[config.mk]
export PLATFORM = sky130hd
export DESIGN_NAME = rr_arbiter
export DESIGN_NICKNAME = d
export VERILOG_FILES = /design/src/rtl/rr_arbiter.sv
export SDC_FILE = /design/constraint.sdc
export NUM_CORES = 1
export LEC_CHECK = 0
export BUFFER_PORTS_ARGS = -buffer_cell sky130_fd_sc_hd__clkbuf_2
export CAP_MARGIN = 20
export CORE_MARGIN = 5
export CORE_UTILIZATION = 30
export CTS_BUF_LIST = sky130_fd_sc_hd__clkbuf_8
export DETAILED_ROUTE_END_ITERATION = 16
export PLACE_DENSITY = 0.55
export SETUP_SLACK_MARGIN = 0.5
export SYNTH_ARGS = -nofsm -noshare
export SYNTH_HDL_FRONTEND = slang
export SYNTH_SLANG_ARGS = --single-unit
[constraint.sdc]
create_clock -name clock -period 1.6 [get_ports clock]
set_input_delay 0.24 -clock clock [delete_from_list [all_inputs] [get_ports clock]]
set_output_delay 0.24 -clock clock [all_outputs]
set_load 0.02 [all_outputs]
[src/rtl/rr_arbiter.sv]
// Round-robin / fixed-priority arbiter with a bounded hold time.
// An owner keeps the grant while it requests. Once it has held for MAX_HOLD
// cycles and someone else is waiting, it is forced off and hold_expired pulses.
// All outputs are registered, so a grant appears one edge after its request.
module rr_arbiter #(
  parameter int N_REQ    = 4,
  parameter int MAX_HOLD = 4,
  parameter int IDX_W    = $clog2(N_REQ)
) (
  input  logic             clock,
  input  logic             reset,
  input  logic [N_REQ-1:0] req,
  input  logic             prio_mode,
  output logic [N_REQ-1:0] gnt,
  output logic             gnt_valid,
  output logic [IDX_W-1:0] gnt_idx,
  output logic             hold_expired
);

  localparam int HC_W = (MAX_HOLD > 0) ? $clog2(MAX_HOLD + 1) : 1;

  typedef enum logic {IDLE, GRANT} state_t;

  state_t           state, state_nxt;
  logic [HC_W-1:0]  hold_cnt, hold_nxt;
  logic [IDX_W-1:0] last_owner, last_nxt;
  logic [IDX_W-1:0] idx_nxt;
  logic [N_REQ-1:0] gnt_nxt;
  logic             exp_nxt;

  logic [N_REQ-1:0] elig;
  logic [IDX_W-1:0] win, cand;
  logic             win_found;
  logic             own_req, others, at_limit, take;

  // The owner is the only set bit of gnt, so masking req with gnt isolates it.
  assign own_req  = |(req & gnt);
  assign others   = |(req & ~gnt);
  assign at_limit = (MAX_HOLD > 0) && (hold_cnt == HC_W'(MAX_HOLD));

  // In GRANT the search only ever needs to consider non-owners: the owner is
  // either gone or being forced off.
  assign elig = (state == GRANT) ? (req & ~gnt) : req;

  // Winner search: lowest index in fixed mode, otherwise start after last_owner.
  always_comb begin
    win       = '0;
    cand      = '0;
    win_found = 1'b0;
    if (prio_mode) begin
      for (int i = 0; i < N_REQ; i++) begin
        if (!win_found && elig[i]) begin
          win       = IDX_W'(i);
          win_found = 1'b1;
        end
      end
    end else begin
      for (int k = 1; k <= N_REQ; k++) begin
        cand = IDX_W'((int'(last_owner) + k) % N_REQ);
        if (!win_found && elig[cand]) begin
          win       = cand;
          win_found = 1'b1;
        end
      end
    end
  end

  // Next-state and next-output decode.
  always_comb begin
    state_nxt = state;
    hold_nxt  = hold_cnt;
    last_nxt  = last_owner;
    gnt_nxt   = gnt;
    idx_nxt   = gnt_idx;
    exp_nxt   = 1'b0;
    take      = 1'b0;
    case (state)
      IDLE: begin
        if (|req) take = 1'b1;
      end
      GRANT: begin
        if (own_req && !(at_limit && others)) begin
          // Keep the owner; a lone requester at the limit restarts its count.
          if (MAX_HOLD == 0)  hold_nxt = HC_W'(1);
          else if (at_limit)  hold_nxt = HC_W'(1);
          else                hold_nxt = hold_cnt + 1'b1;
        end else if (own_req) begin
          take    = 1'b1;
          exp_nxt = 1'b1;
        end else if (others) begin
          take = 1'b1;
        end else begin
          state_nxt = IDLE;
          gnt_nxt   = '0;
          idx_nxt   = '0;
          hold_nxt  = '0;
        end
      end
      default: state_nxt = IDLE;
    endcase
    if (take) begin
      state_nxt    = GRANT;
      gnt_nxt      = '0;
      gnt_nxt[win] = 1'b1;
      idx_nxt      = win;
      last_nxt     = win;
      hold_nxt     = HC_W'(1);
    end
  end

  // State and output registers; reset clears the grant immediately.
  always_ff @(posedge clock or posedge reset) begin
    if (reset) begin
      state        <= IDLE;
      hold_cnt     <= '0;
      last_owner   <= IDX_W'(N_REQ - 1);
      gnt          <= '0;
      gnt_valid    <= 1'b0;
      gnt_idx      <= '0;
      hold_expired <= 1'b0;
    end else begin
      state        <= state_nxt;
      hold_cnt     <= hold_nxt;
      last_owner   <= last_nxt;
      gnt          <= gnt_nxt;
      gnt_valid    <= |gnt_nxt;
      gnt_idx      <= idx_nxt;
      hold_expired <= exp_nxt;
    end
  end

endmodule

Yosys cells after proc, flatten, opt, wreduce, memory -nomap -nowiden --
Cells that the tools add are included.
Operators by class: add/subtract/negate cells 5, order comparisons 6, equal/unequal tests 6, muxes and demuxes 58, bitwise operators 4, reduce and logical (&&, ||, !) cells 23
Operator list (number):
- $mux 1 | 28
- $mux 2 | 12
- $mux 4 | 6
- $mux 3 | 6
- $reduce_or 4->1 | 4
- $lt 2x3->1 const B | 5
- $logic_and 1x1->1 | 9
- $and 4x4->4 | 2
- $bmux 1 s2 | 4
- $logic_not 1->1 | 7
- $ne 3x1->1 const B | 2
- $add 2x1->2 const B | 2
- $add 2x2->2 const B | 2
- $ne 2x1->1 const B | 2
- $not 4->4 | 1
- $reduce_and 4->1 | 1
- $add 3x1->3 const B | 1
- $eq 3x3->1 const B | 1
- $reduce_and 3->1 | 1
- $demux 1 s2 | 1
- $ge 2x1->1 const B | 1
- $ne 2x2->1 const B | 1
- $pmux 1 s2 | 1
- $reduce_bool 2->1 | 1
- $not 1->1 | 1
Word-level totals: flip-flop bits (word level) 14, input port bits 7, output and inout bits 8

Longest topological paths before layout --
Gate-level depths: netlist (run 1).
depth after elaboration 25, mapped depth 8, depth with buffers taken out 8

Worst setup path before layout (run 1) --
OpenSTA, ideal clock, no wires.
path kind register -> register, start reg gnt[3], end reg gnt[0], setup time 82 ps, data arrival time 1834 ps, data required time 1518 ps, setup slack -316 ps, stages on the path, launching flop included 7, buffers on the path 0, cells stage by stage dfrtp_1 -> a21boi_4 -> nand2_1 -> a31o_1 -> a22oi_4 -> or4b_1 -> a22oi_2
On the way: cells in the longest elaborated chain, start to end 24, elaborated cells between the ends (all ways) 50, those cells by class order compare: 2; mux: 32; bitwise: 3; reduce/logical: 13
Ends and longest elaborated chain:
- from (decl) | RTL line 14 | output logic [N_REQ-1:0] gnt,
- from (signal assigned) | RTL line 125 | gnt <= gnt_nxt;
- $not 4->4 | RTL line 38, 43
- $and 4x4->4 | RTL line 38, 43
- $mux 4 | RTL line 43 | assign elig = (state == GRANT) ? (req & ~gnt) : req;
- $bmux 1 s2 | RTL line 60 | if (!win_found && elig[cand]) begin
- $mux 1 (implied by the code) | RTL line 60
- $mux 1 | RTL line 60
- $mux 1 | RTL line 50 | if (prio_mode) begin
- $logic_not 1->1 | RTL line 60
- (+9 left out)
- $mux 2 | RTL line 60
- $mux 2 | RTL line 50
- $lt 2x3->1 (implied by the code) or $ge 2x1->1 (tied branches) | RTL line 104 | gnt_nxt[win] = 1'b1;
- $logic_and 1x1->1 (implied by the code) | RTL line 104
- $mux 1 (implied by the code) | RTL line 104
- $demux 1 s2 | RTL line 104
- $mux 4 * | RTL line 101 | if (take) begin
- net gnt_nxt[0] | RTL line 28 | logic [N_REQ-1:0] gnt_nxt;
The timed path passes the listed nets; every way through them passes the cells marked *. The select of a mux whose other input is x is not followed. A chain may end at the register's enable or synchronous reset.

Worst setup path after layout (run 1) --
start reg state, end reg gnt[0]
On the way: cells in the longest elaborated chain, start to end 22, elaborated cells between the ends (all ways) 50, those cells by class order compare: 2; mux: 34; bitwise: 1; reduce/logical: 13
Ends and longest elaborated chain:
- from (decl) | RTL line 24 | state_t state, state_nxt;
- from (signal assigned) | RTL line 122 | state <= state_nxt;
- $mux 4 | RTL line 43
- $bmux 1 s2 | RTL line 60
- $mux 1 (implied by the code) | RTL line 60
- $mux 1 | RTL line 60
- $mux 1 | RTL line 50
- $logic_not 1->1 | RTL line 60
- $logic_and 1x1->1 | RTL line 60
- $mux 1 | RTL line 60
- (+7 left out)
- $mux 2 | RTL line 60
- $mux 2 | RTL line 50
- $lt 2x3->1 (implied by the code) or $ge 2x1->1 (tied branches) | RTL line 104
- $logic_and 1x1->1 (implied by the code) | RTL line 104
- $mux 1 (implied by the code) | RTL line 104
- $demux 1 s2 | RTL line 104
- $mux 4 * | RTL line 101
- net gnt_nxt[0] | RTL line 28
Marked as above.

==> qor_table.md, run 1 <==
| Parameter | This run | Unit |
|:---|:---|:---|
| Num CTS Buffers | 3 | - |
| Fraction of synthesized cell area taken by the top area cell type | 33.80 | % |
| Commonest cells after routing, fill and taps aside | 20 x sky130_fd_sc_hd__buf_4, 10 x sky130_fd_sc_hd__clkbuf_2, 9 x sky130_fd_sc_hd__buf_6 | - |
| Leading cell types by total area after synthesis | sky130_fd_sc_hd__dfrtp_1 34%, sky130_fd_sc_hd__dfstp_2 5.9%, sky130_fd_sc_hd__a22o_1 5.9% | - |
| Number of nets in the final layout | 145 | - |
| Setup crit start kind | register | - |
| Clock tree from TritonCTS | yes | - |
| Data arrival time at the worst-slack endpoint | 2040 | ps |
| RSZ-0062 raised after global routing | true | - |
| Sequential element share of the synthesized area | 39.72 | % |
| Setup Slack @ Placement | -307.8 | ps |
| Area of the die | 0.004149 | mm2 |
| Setup tns final | -1218 | ps |
| Number of buffers inserted for hold repair after clock tree synthesis | 0 | - |
| Post-synth top area cell | sky130_fd_sc_hd__dfrtp_1 | - |
| Global-route wire length before repair | 4471 | um |
| Area growth from synthesis to layout | 60.56 | % |
| Mapped Area | 888.4 | um2 |
| Met2 Routed Length | 1202 | um |
| Number of inserted filler cells in the final layout | 261 | - |
| Worst IR Drop VDD | 0.8444 | mV |
| Maximum clock insertion buffer count | 2 | - |
| Kind of path behind the tightest hold check | in -> async | - |
| Avg Cell Area, Syn | 9.762 | um2 |
| Die Height | 64.42 | um |
| CP Capture Point | gnt[0]$_DFF_PP0_ | - |
| Share of the core filled with cells | 50.85 | % |
| Number of instances in the synthesized netlist | 91 | - |
| Most common cell after layout, fill and taps aside | sky130_fd_sc_hd__buf_4 | - |
| Cell area power density | 1966 | mW/mm2 |
| Global-route usage over all layers | 13.84 | % |
| Routed vias/inst | 5.253 | - |
| Residual DRC count | 0 | - |
| HPWL after detailed placement | 1778 | um |
| Die width | 64.42 | um |
| Max transition margin | 62.76 | % |
| Post-route worst setup slack | -267.5 | ps |
| Number of I/O port buffers | 14 | - |
| Mapped Nets | 100 | - |
| Vias post-DR | 872 | - |
| Maximum fanout count along the critical path | 7 | - |
| Count of cells along the worst register-to-register path | 6 | - |
| Routed length per placed instance | 15.11 | um |
| CTS clk-pin slew, worst paths | 60 | ps |
| Capture point of the worst reg-to-reg path | gnt[0]$_DFF_PP0_ | - |
| GR Overflow Total | 0 | - |
| Fraction of final layout cells with drive strength greater than 1 | 57.04 | % |
| Met3 wirelength from detailed routing | 85 | um |
| Count of endpoints failing hold in the final timing report | 0 | - |
| Top Metal Used | met4 | - |
| Minimum setup slack among reg-to-reg paths | -270 | ps |
| Total clock sinks | 14 | - |
| Std-Cell Rows | 19 | - |
| First-pass DRT Iterations | 4 | - |
| Number of pins exceeding their max-slew limit in the final report | 0 | - |
| Max Cap Viol | 0 | - |
| Met1 WL | 1151 | um |
| Final setup vio count | 9 | - |
| Reported leakage power | 0.6641 | nW |
| Vias in the first global route | 902 | - |
| Final Non-Filler Cells | 166 | - |
| Transition at the pin with the smallest max-transition slack | 558.0 | ps |
| Setup clock skew after layout | 4.536 | ps |
| Critical Path End Type | register | - |
| Final Critical Period | 1867 | ps |
| CTS Root Buffer Type | sky130_fd_sc_hd__clkbuf_8 | - |
| Number of nets with antenna violations after detailed routing | 0 | - |
| Number of H-tree levels | 1 | - |
| Reg2Reg Launch Point | state$_DFF_PP0_ | - |
| Antenna violations before repair | 0 | - |
| Flip-flop and latch count after synthesis | 14 | - |
| Origin of the worst setup path | state$_DFF_PP0_ | - |
| # diodes | 0 | - |
| Largest net degree at the start of global routing | 15 | - |
| Wire length after detailed routing | 2509 | um |
| Achievable clock frequency | 0.5355 | GHz |
| Core footprint | 0.002805 | mm2 |
| Detailed Route Iter0 Violations | 7 | - |
| Placed Cells incl. Taps | 154 | - |
| Number of distinct standard cells referenced by the synthesized netlist | 39 | - |
| Total chip power | 2.804 | mW |
| RePlAce Congestion | 0.8255 | - |
| Number of I/O pins | 15 | - |
| Yosys Warn Count | 0 | - |
| Worst setup path class | reg -> reg | - |
| Clock latency at the later pin of the worst-skew pair | 250 | ps |
| Initial cell density of the core | 31.67 | % |
| Required time at the worst-slack endpoint | 1770 | ps |
| Post-route fraction of the period consumed by the critical path | 116.7 | % |
| Result of the run | complete, but fails checks | - |
| Violations in the final reports | negative setup slack | - |
-- metrics by stage --
stage	hold WS, ps	instance area, um2
3_3_place_gp	302.0	1139
3_5_place_dp	312.5	1139
2_1_floorplan	127.6	895.9
4_1_cts	33.47	1348
5_1_grt	63.72	1426
6_report	5.785	1426
-- sequential cells by signal, indices dropped and copies added (netlist names) --
signal        count
gnt_idx           2
last_owner        2
state             1
hold_expired      1
hold_cnt          3
gnt_valid         1
gnt               4
-- cell usage after synthesis (all sizes together) --
cell type / number
o2111ai: 1
o21bai: 1
nand2: 6
nand3: 1
a211o: 1
buf: 2
a21oi: 5
dfrtp: 12
nor3: 1
nand2b: 3
mux2: 1
and2: 1
dfstp: 2
o211ai: 2
nor3b: 1
or2b: 1
or2: 1
nor4: 2
a21boi: 4
o21ai: 7
a22oi: 3
a21bo: 1
nor2: 8
o31ai: 1
a22o: 6
a2111oi: 1
or4b: 1
a21o: 1
a31o: 1
o221ai: 1
a31oi: 1
nand3b: 2
ha: 2
inv: 7
-- kinds of logic after synthesis --
kind of cell | count (synthesis) | share of synthesized area [%]
compound gates | 37 | 34.79
fa+ha+maj | 2 | 2.816
buf+inv | 9 | 4.789
flops | 14 | 39.72
mux | 1 | 1.268
simple gates | 28 | 16.62
-- layer usage --
metal | GRT usage, % | up-vias
met5 | 0 | -
met4 | 8.443 | 0
met3 | 2.245 | 7
met2 | 21.26 | 17
met1 | 18.23 | 424
li1 | - | 424
-- how the worst min path moves through the flow --
stage	to	cells past startpoint
finish	gnt_idx[1]$_DFFE_PP0P_	2
global route	gnt_idx[1]$_DFFE_PP0P_	2
detailed placement	gnt_idx[1]$_DFFE_PP0P_	2
CTS	gnt_idx[1]$_DFFE_PP0P_	2
floorplan	gnt[0]$_DFF_PP0_	1
global placement	gnt_idx[1]$_DFFE_PP0P_	2
-- critical path: stages (launching register included) --
cell                       delay (ps)
sky130_fd_sc_hd__dfrtp_2          480
sky130_fd_sc_hd__a21boi_4         220
sky130_fd_sc_hd__nand2_2           80
sky130_fd_sc_hd__a31o_1           230
sky130_fd_sc_hd__a22oi_4          180
sky130_fd_sc_hd__or4b_4           480
sky130_fd_sc_hd__a22oi_2          120
-- power breakdown --
part           switching, mW  leakage, nW  internal (mW)
registers              0.149        0.164          0.516
logic                  0.797        0.471          0.984
clock network          0.139       0.0288          0.219
-- cell type report --
cell class | instances | area, um2 | share of cell area (%)
multi-input cells | 68 | 603.1 | 42.28
inverters | 7 | 26.28 | 1.842
clock buffers | 4 | 55.05 | 3.860
well taps | 31 | 38.79 | 2.719
flip-flops and latches | 14 | 357.8 | 25.09
repair buffers | 42 | 345.3 | 24.21
-- timing repair --
item	in CTS	in global routing
gates cloned	0	0
gates resized for setup	31	18
pin swaps	10	11
buffers inserted	6	2
setup endpoints to repair	17	17
(Power assumes the default switching activity.)
==> inputs of run 2 (changes only) <==
CTS_BUF_LIST = default   (was sky130_fd_sc_hd__clkbuf_8)
==> run 2 against run 1 <==
The flow finishes with violations (negative hold slack, negative setup slack). Flip-flop and latch count unchanged. Sequential share of layout area down 1.1 points. Maximum frequency down 0.94%. Utilization up 2.2 points. Sequential power up 2%. Critical path depth unchanged. Via count up 3.9%. Highest routed layer unchanged. Non-clock buffer count up 4. Total power up 3.4%. Final area up 4.4%.
==> qor_table.md, run 2 (synthesis gave the netlist of run 1 again) <==
| Parameter | This run | Unit | Change |
|:---|:---|:---|:---|
| Result of the run | complete, but fails checks | - | unchanged |
| Violations in the final reports | negative hold slack, negative setup slack | - | was negative setup slack |
| Origin of the worst setup path | state$_DFF_PP0_ | - | unchanged |
| Vias in the first global route | 904 | - | was 902 |
| Maximum fanout count along the critical path | 7 | - | unchanged |
| Setup Slack @ Placement | -307.8 | ps | unchanged |
| Number of nets in the final layout | 149 | - | was 145 |
| Achievable clock frequency | 0.5304 | GHz | was 0.5355 GHz |
| Worst IR Drop VDD | 0.9575 | mV | was 0.8444 mV |
| Kind of path behind the tightest hold check | in -> async | - | unchanged |
| Largest net degree at the start of global routing | 15 | - | unchanged |
| RePlAce Congestion | 0.8255 | - | unchanged |
| Total chip power | 2.899 | mW | was 2.804 mW |
| Routed vias/inst | 5.329 | - | was 5.253 |
| Count of endpoints failing hold in the final timing report | 12 | - | was 0 |
| # diodes | 0 | - | unchanged |
| Final Critical Period | 1885 | ps | was 1867 ps |
| Reg2Reg Launch Point | state$_DFF_PP0_ | - | unchanged |
| Clock latency at the later pin of the worst-skew pair | 280 | ps | was 250 ps |
| First-pass DRT Iterations | 4 | - | unchanged |
| Setup tns final | -1549 | ps | was -1218 ps |
| CTS Root Buffer Type | sky130_fd_sc_hd__clkbuf_4 | - | was sky130_fd_sc_hd__clkbuf_8 |
| Fraction of final layout cells with drive strength greater than 1 | 60.43 | % | was 57.04% |
| Detailed Route Iter0 Violations | 12 | - | was 7 |
| Count of cells along the worst register-to-register path | 6 | - | unchanged |
| Setup clock skew after layout | 4.370 | ps | was 4.536 ps |
| GR Overflow Total | 0 | - | unchanged |
| Commonest cells after routing, fill and taps aside | 18 x sky130_fd_sc_hd__buf_4, 17 x sky130_fd_sc_hd__buf_6, 8 x sky130_fd_sc_hd__nor2_1, 8 x sky130_fd_sc_hd__dfrtp_1, 8 x sky130_fd_sc_hd__clkbuf_2 | - | was 20 x sky130_fd_sc_hd__buf_4, 10 x sky130_fd_sc_hd__clkbuf_2, 9 x sky130_fd_sc_hd__buf_6 |
| Area of the die | 0.004149 | mm2 | unchanged |
| Wire length after detailed routing | 2687 | um | was 2509 um |
| Placed inst area | 0.001139 | mm2 | unchanged |
| Critical Path End Type | register | - | unchanged |
| Most flops, register | gnt | - | unchanged |
| Global-route wire length before repair | 4416 | um | was 4471 um |
| Num CTS Buffers | 3 | - | unchanged |
| Maximum clock insertion buffer count | 2 | - | unchanged |
| Cell Chain, Critical Path | a21boi_4, nand2_1, a31o_1, a22oi_4, or4b_4, a22oi_2 | - | was a21boi_4, nand2_2, a31o_1, a22oi_4, or4b_4, a22oi_2 |
| Transition at the pin with the smallest max-transition slack | 580.8 | ps | was 558.0 ps |
| Number of pins exceeding their max-slew limit in the final report | 0 | - | unchanged |
| HPWL after detailed placement | 1778 | um | unchanged |
| Slowest-stage cell, CP | sky130_fd_sc_hd__dfrtp_2 | - | unchanged |
| Global-route usage over all layers | 13.19 | % | was 13.84% |
| Core footprint | 0.002805 | mm2 | unchanged |
| Clock tree from TritonCTS | yes | - | unchanged |
| Final setup vio count | 9 | - | unchanged |
| Number of I/O port buffers | 14 | - | unchanged |
| Std-Cell Rows | 19 | - | unchanged |
| Share of the core filled with cells | 53.08 | % | was 50.85% |
| Data arrival time at the worst-slack endpoint | 2100 | ps | was 2040 ps |
| Post-route worst setup slack | -285.3 | ps | was -267.5 ps |
| Most common cell after layout, fill and taps aside | sky130_fd_sc_hd__buf_4 | - | unchanged |
| Total clock sinks | 14 | - | unchanged |
| Number of H-tree levels | 1 | - | unchanged |
| Number of I/O pins | 15 | - | unchanged |
| Placed Cells incl. Taps | 154 | - | unchanged |
| Post-route fraction of the period consumed by the critical path | 117.8 | % | was 116.7% |
| Max reg flops | 4 | - | unchanged |
| Die Height | 64.42 | um | unchanged |
| Reported leakage power | 0.6903 | nW | was 0.6641 nW |
| Largest stage delay on the critical path | 500 | ps | was 480 ps |
| Initial cell density of the core | 31.67 | % | unchanged |
| Largest registers | gnt (4), hold_cnt (3) | - | unchanged |
| CTS clk-pin slew, worst paths | 100 | ps | was 60 ps |
| Area growth from synthesis to layout | 67.61 | % | was 60.56% |
| Number of nets with antenna violations after detailed routing | 0 | - | unchanged |
| Number of buffers inserted for hold repair after clock tree synthesis | 0 | - | unchanged |
| Max Cap Viol | 0 | - | unchanged |
| Routed length per placed instance | 15.81 | um | was 15.11 um |
| Required time at the worst-slack endpoint | 1810 | ps | was 1770 ps |
| Setup crit start kind | register | - | unchanged |
| Die width | 64.42 | um | unchanged |
| Residual DRC count | 0 | - | unchanged |
| Hold Worst Slack | -19.41 | ps | was 5.785 ps |
| Final Non-Filler Cells | 170 | - | was 166 |
| Antenna violations before repair | 0 | - | unchanged |
| Final std cell area, no fill | 0.001489 | mm2 | was 0.001426 mm2 |
| Vias post-DR | 906 | - | was 872 |
| RSZ-0062 raised after global routing | true | - | unchanged |
| Max transition margin | 61.24 | % | was 62.76% |
| Worst setup path class | reg -> reg | - | unchanged |
| Cell area power density | 1947 | mW/mm2 | was 1966 mW/mm2 |
## run 2: cell types whose count changed in the layout (fill, tap and decap cells not counted), sizes merged
| cell | change |
|---|---|
| buf | +6 |
| clkbuf | -2 |
## run 2: final cells by class
type,count,area [um2]
inverters,7,26.28
clock buffers,4,36.28
multi-input cells,68,619.3
well taps,31,38.79
fillers,253,1316
flip-flops and latches,14,357.8
repair buffers,46,410.4
## run 2: worst paths after layout
kind | to | slack, ps
worst max-delay path | gnt[0]$_DFF_PP0_ | -290
worst min-delay path | gnt_idx[0]$_DFFE_PP0P_ | -20
worst max register to register | gnt[0]$_DFF_PP0_ | -290
worst min register to register | gnt_idx[0]$_DFFE_PP0P_ | 530
max in group asynchronous | gnt[2]$_DFF_PP0_ | 1210
min in group clock | state$_DFF_PP0_ | 380
## run 2: critical path, delay by kind of cell (launching register included)
kind	cells	cell delay, ps
AND/OR/NAND/NOR	2	580
flip-flops	1	500
AO/OA/AOI/OAI	4	730
## run 2: per-layer routing
layer | track usage (%) | up-vias | part of all wire (%)
met2 | 21.52 | 20 | 49
met1 | 18.23 | 444 | 44
met5 | 0 | - | 0
met4 | 3.958 | 0 | 3.1
li1 | - | 434 | -
met3 | 1.727 | 8 | 3.6
## run 2: power breakdown
| group | internal, mW | leakage [nW] | total (mW) | switching, mW |
|---|---|---|---|---|
| clock | 0.138 | 0.0210 | 0.267 | 0.129 |
| sequential | 0.515 | 0.164 | 0.678 | 0.163 |
| combinational | 1.12 | 0.505 | 1.95 | 0.839 |
| total | 1.77 | 0.690 | 2.90 | 1.13 |
## run 2: what timing repair did
item                                    CTS  global route
setup buffers                             6             6
endpoints found under the setup margin   17            19
gates resized for setup                  32            32
pin swaps                                10            11
==> inputs of run 3 (changes only) <==
ABC_AREA = 1   (was default)
PLACE_DENSITY = 0.54   (was 0.55)
SKIP_CTS_REPAIR_TIMING = 1   (was default)
SLEW_MARGIN = 10   (was default)
==> run 3 against run 2 <==
The run ends with negative setup slack left. Critical endpoint is now gnt_valid$_DFF_PP0_. Critical path type unchanged. Worst hold slack improved by 29 ps. First-iteration DRC count increased to 5.6 times the previous value. Combinational power increased by 65%.
==> qor_table.md, run 3 <==
| Parameter | This run | Unit | Change |
|:---|:---|:---|:---|
| Result of the run | complete, but fails checks | - | unchanged |
| Violations in the final reports | negative setup slack | - | was negative hold slack, negative setup slack |
| Cell with the most instances after synthesis | sky130_fd_sc_hd__nand2_1 | - | was sky130_fd_sc_hd__dfrtp_1 |
| Critical Path End Type | register | - | unchanged |
| Number of instances in the synthesized netlist | 154 | - | was 91 |
| Largest registers | gnt (4), hold_cnt (3) | - | unchanged |
| Internal | 2.232 | mW | was 1.768 mW |
| Number of nets with antenna violations after detailed routing | 0 | - | unchanged |
| Number of pins exceeding their max-slew limit in the final report | 0 | - | unchanged |
| Data arrival time at the worst-slack endpoint | 2080 | ps | was 2100 ps |
| Area of the die | 0.005094 | mm2 | was 0.004149 mm2 |
| Maximum fanout count along the critical path | 5 | - | was 7 |
| Number of synthesized flops with an enable pin | 0 | - | unchanged |
| Number of distinct standard cells referenced by the synthesized netlist | 29 | - | was 39 |
| Post-synth top area cell | sky130_fd_sc_hd__dfrtp_1 | - | unchanged |
| HPWL after detailed placement | 2288 | um | was 1778 um |
| Number of nets in the final layout | 219 | - | was 149 |
| Number of inserted filler cells in the final layout | 323 | - | was 253 |
| Largest net degree at the start of global routing | 15 | - | unchanged |
| Final Critical Period | 1946 | ps | was 1885 ps |
| Setup clock skew after layout | 4.394 | ps | was 4.370 ps |
| Global-route usage over all layers | 11.39 | % | was 13.19% |
| Number of I/O port buffers | 14 | - | unchanged |
| Die Height | 71.37 | um | was 64.42 um |
| Die width | 71.37 | um | was 64.42 um |
| Area growth from synthesis to layout | 70.54 | % | was 67.61% |
| RSZ-0062 raised after global routing | true | - | unchanged |
| Detailed Route Iter0 Violations | 67 | - | was 12 |
| Worst setup path class | reg -> reg | - | unchanged |
| Initial cell density of the core | 30.86 | % | was 31.67% |
| Max reg flops | 4 | - | unchanged |
| Commonest cells after routing, fill and taps aside | 25 x sky130_fd_sc_hd__buf_4, 24 x sky130_fd_sc_hd__nand2_1, 17 x sky130_fd_sc_hd__nand2_2 | - | was 18 x sky130_fd_sc_hd__buf_4, 17 x sky130_fd_sc_hd__buf_6, 8 x sky130_fd_sc_hd__nor2_1, 8 x sky130_fd_sc_hd__dfrtp_1, 8 x sky130_fd_sc_hd__clkbuf_2 |
| Sequential cell fraction of total power | 15.6 | % | was 23.4% |
| Setup tns final | -2361 | ps | was -1549 ps |
| Final std cell area, no fill | 0.001927 | mm2 | was 0.001489 mm2 |
| Post-synth ARST share | 100.0 | % | unchanged |
| Cell area power density | 2193 | mW/mm2 | was 1947 mW/mm2 |
| Vias in the first global route | 1173 | - | was 904 |
| Clock tree from TritonCTS | yes | - | unchanged |
| Share of the core filled with cells | 52.63 | % | was 53.08% |
| Post-route worst setup slack | -345.7 | ps | was -285.3 ps |
| Switching share of power | 47.18 | % | was 39.01% |
| Wire length after detailed routing | 3205 | um | was 2687 um |
| Mapped Area | 0.001130 | mm2 | was 888.4 um2 |
| Total chip power | 4.226 | mW | was 2.899 mW |
| Clock latency at the later pin of the worst-skew pair | 250 | ps | was 280 ps |
| Maximum clock insertion buffer count | 2 | - | unchanged |
| Num CTS Buffers | 3 | - | unchanged |
| Required time at the worst-slack endpoint | 1740 | ps | was 1810 ps |
| Yosys Warn Count | 0 | - | unchanged |
| Post-route fraction of the period consumed by the critical path | 121.6 | % | was 117.8% |
| NetSw | 1.994 | mW | was 1.131 mW |
| Reported leakage power | 0.9562 | nW | was 0.6903 nW |
| CTS clk-pin slew, worst paths | 60 | ps | was 100 ps |
| Worst IR Drop VDD | 1.273 | mV | was 0.9575 mV |
| Leading cell types by total area after synthesis | sky130_fd_sc_hd__dfrtp_1 27%, sky130_fd_sc_hd__nand2_1 14%, sky130_fd_sc_hd__nand3_1 8.4% | - | was sky130_fd_sc_hd__dfrtp_1 34%, sky130_fd_sc_hd__dfstp_2 5.9%, sky130_fd_sc_hd__a22o_1 5.9% |
| Fraction of synthesized cell area taken by the top area cell type | 26.58 | % | was 33.80% |
| Mapped Nets | 163 | - | was 100 |
| CTS Root Buffer Type | sky130_fd_sc_hd__clkbuf_8 | - | was sky130_fd_sc_hd__clkbuf_4 |
| Residual DRC count | 0 | - | unchanged |
| Number of H-tree levels | 1 | - | unchanged |
| Hold Worst Slack | 9.404 | ps | was -19.41 ps |
| First-pass DRT Iterations | 5 | - | was 4 |
| Final setup vio count | 10 | - | was 9 |
| Number of I/O pins | 15 | - | unchanged |
| GR Overflow Total | 0 | - | unchanged |
| Core footprint | 0.003661 | mm2 | was 0.002805 mm2 |
| Count of endpoints failing hold in the final timing report | 0 | - | was 12 |
| Setup crit start kind | register | - | unchanged |
| Sequential element share of the synthesized area | 31.23 | % | was 39.72% |
| Total clock sinks | 14 | - | unchanged |
| Part of the total power dissipated in the clock network | 8.3 | % | was 9.2% |
| RePlAce Congestion | 0.9310 | - | was 0.8255 |
| Share of total power in combinational logic | 76.1 | % | was 67.4% |
| Top cells by count, synth | 41 x sky130_fd_sc_hd__nand2_1, 19 x sky130_fd_sc_hd__nand3_1, 14 x sky130_fd_sc_hd__inv_1 | - | was 12 x sky130_fd_sc_hd__dfrtp_1, 8 x sky130_fd_sc_hd__nor2_1, 7 x sky130_fd_sc_hd__inv_1, 7 x sky130_fd_sc_hd__o21ai_0 |
| Dominant register cell in the synthesized netlist | sky130_fd_sc_hd__dfrtp_1 | - | unchanged |
| Vias post-DR | 1206 | - | was 906 |
| Routed length per placed instance | 12.47 | um | was 15.81 um |
| Placed inst area | 0.001515 | mm2 | was 0.001139 mm2 |
| Fraction of final layout cells with drive strength greater than 1 | 66.03 | % | was 60.43% |
| Avg Cell Area, Syn | 7.337 | um2 | was 9.762 um2 |
| Routed vias/inst | 4.693 | - | was 5.329 |
| Global-route wire length before repair | 4788 | um | was 4416 um |
| Achievable clock frequency | 0.5140 | GHz | was 0.5304 GHz |
| Kind of path behind the tightest hold check | in -> async | - | unchanged |
| Transition at the pin with the smallest max-transition slack | 550.1 | ps | was 580.8 ps |
| Std-Cell Rows | 22 | - | was 19 |
| Max transition margin | 63.29 | % | was 61.24% |
| Most flops, register | gnt | - | unchanged |
| # diodes | 0 | - | unchanged |
| Antenna violations before repair | 0 | - | unchanged |
| Max Cap Viol | 0 | - | unchanged |
| Flip-flop and latch count after synthesis | 14 | - | unchanged |
| Most common cell after layout, fill and taps aside | sky130_fd_sc_hd__buf_4 | - | unchanged |
## run 3: final timing paths
check,start,cells after the start,to,slack [ps]
max in group asynchronous,reset,2,gnt[1]$_DFF_PP0_,1200
min in group clock,prio_mode,6,gnt[3]$_DFF_PP0_,480
hold / removal,reset,2,gnt_valid$_DFF_PP0_,9
setup / recovery,last_owner[0]$_DFFE_PP1P_,9,gnt_valid$_DFF_PP0_,-350
setup reg to reg,last_owner[0]$_DFFE_PP1P_,9,gnt_valid$_DFF_PP0_,-350
hold reg to reg,gnt_idx[0]$_DFFE_PP0P_,2,gnt_idx[0]$_DFFE_PP0P_,480
## run 3: layout make-up
type	count	area, um2	share of cell area [%]
sequential	14	357.8	18.57
clock buffer	4	55.05	2.857
tap	48	60.06	3.117
inverter	22	90.09	4.675
multi-input combinational	116	905.9	47.01
timing repair buffer	53	457.9	23.77
## run 3: stage by stage
| stage | setup slack [ps] | instances |
|---|---|---|
| floorplan | -131.9 | 154 |
| global placement | -257.4 | 242 |
| detailed placement | -301.8 | 242 |
| CTS | -319.0 | 246 |
| global route | -460.8 | 257 |
| finish | -345.7 | 257 |
## run 3: cell families after synthesis
kind of cell	count (synthesis)	share of synthesized area, %
simple gates	94	45.18
xor+xnor	2	2.880
buf+inv	24	8.970
flops	14	31.23
compound gates	18	9.524
fa+ha+maj	2	2.214
## run 3: power by group through the flow
| stage | Clock, mW | Combinational, mW | Sequential, mW |
|---|---|---|---|
| floorplan | 0 | 1.49 | 0.678 |
| global placement | 0 | 2.23 | 0.655 |
| detailed placement | 0 | 2.25 | 0.661 |
| CTS | 0.356 | 2.26 | 0.658 |
| global route | 0.373 | 3.50 | 0.674 |
| finish | 0.351 | 3.22 | 0.661 |
## run 3: metal layers
metal  wire [um]  track usage [%]  share of wire, %  vias up
met5           0                0                 0        -
met3         110            1.543               3.4       10
met1        1382            13.83                43      555
met2        1634            19.69                51       33
li1            -                -                 -      608
met4          78            5.428               2.4        0
## run 3: worst max-delay path: stages (launching register included)
cell and delay [ps]:
sky130_fd_sc_hd__dfstp_2 580, sky130_fd_sc_hd__buf_12 140, sky130_fd_sc_hd__xnor2_4 140, sky130_fd_sc_hd__nand3_2 140, sky130_fd_sc_hd__a21boi_1 240, sky130_fd_sc_hd__nand2_2 100
sky130_fd_sc_hd__o21ai_2 200, sky130_fd_sc_hd__o21bai_2 110, sky130_fd_sc_hd__nor2_1 120, sky130_fd_sc_hd__nand2_1 60
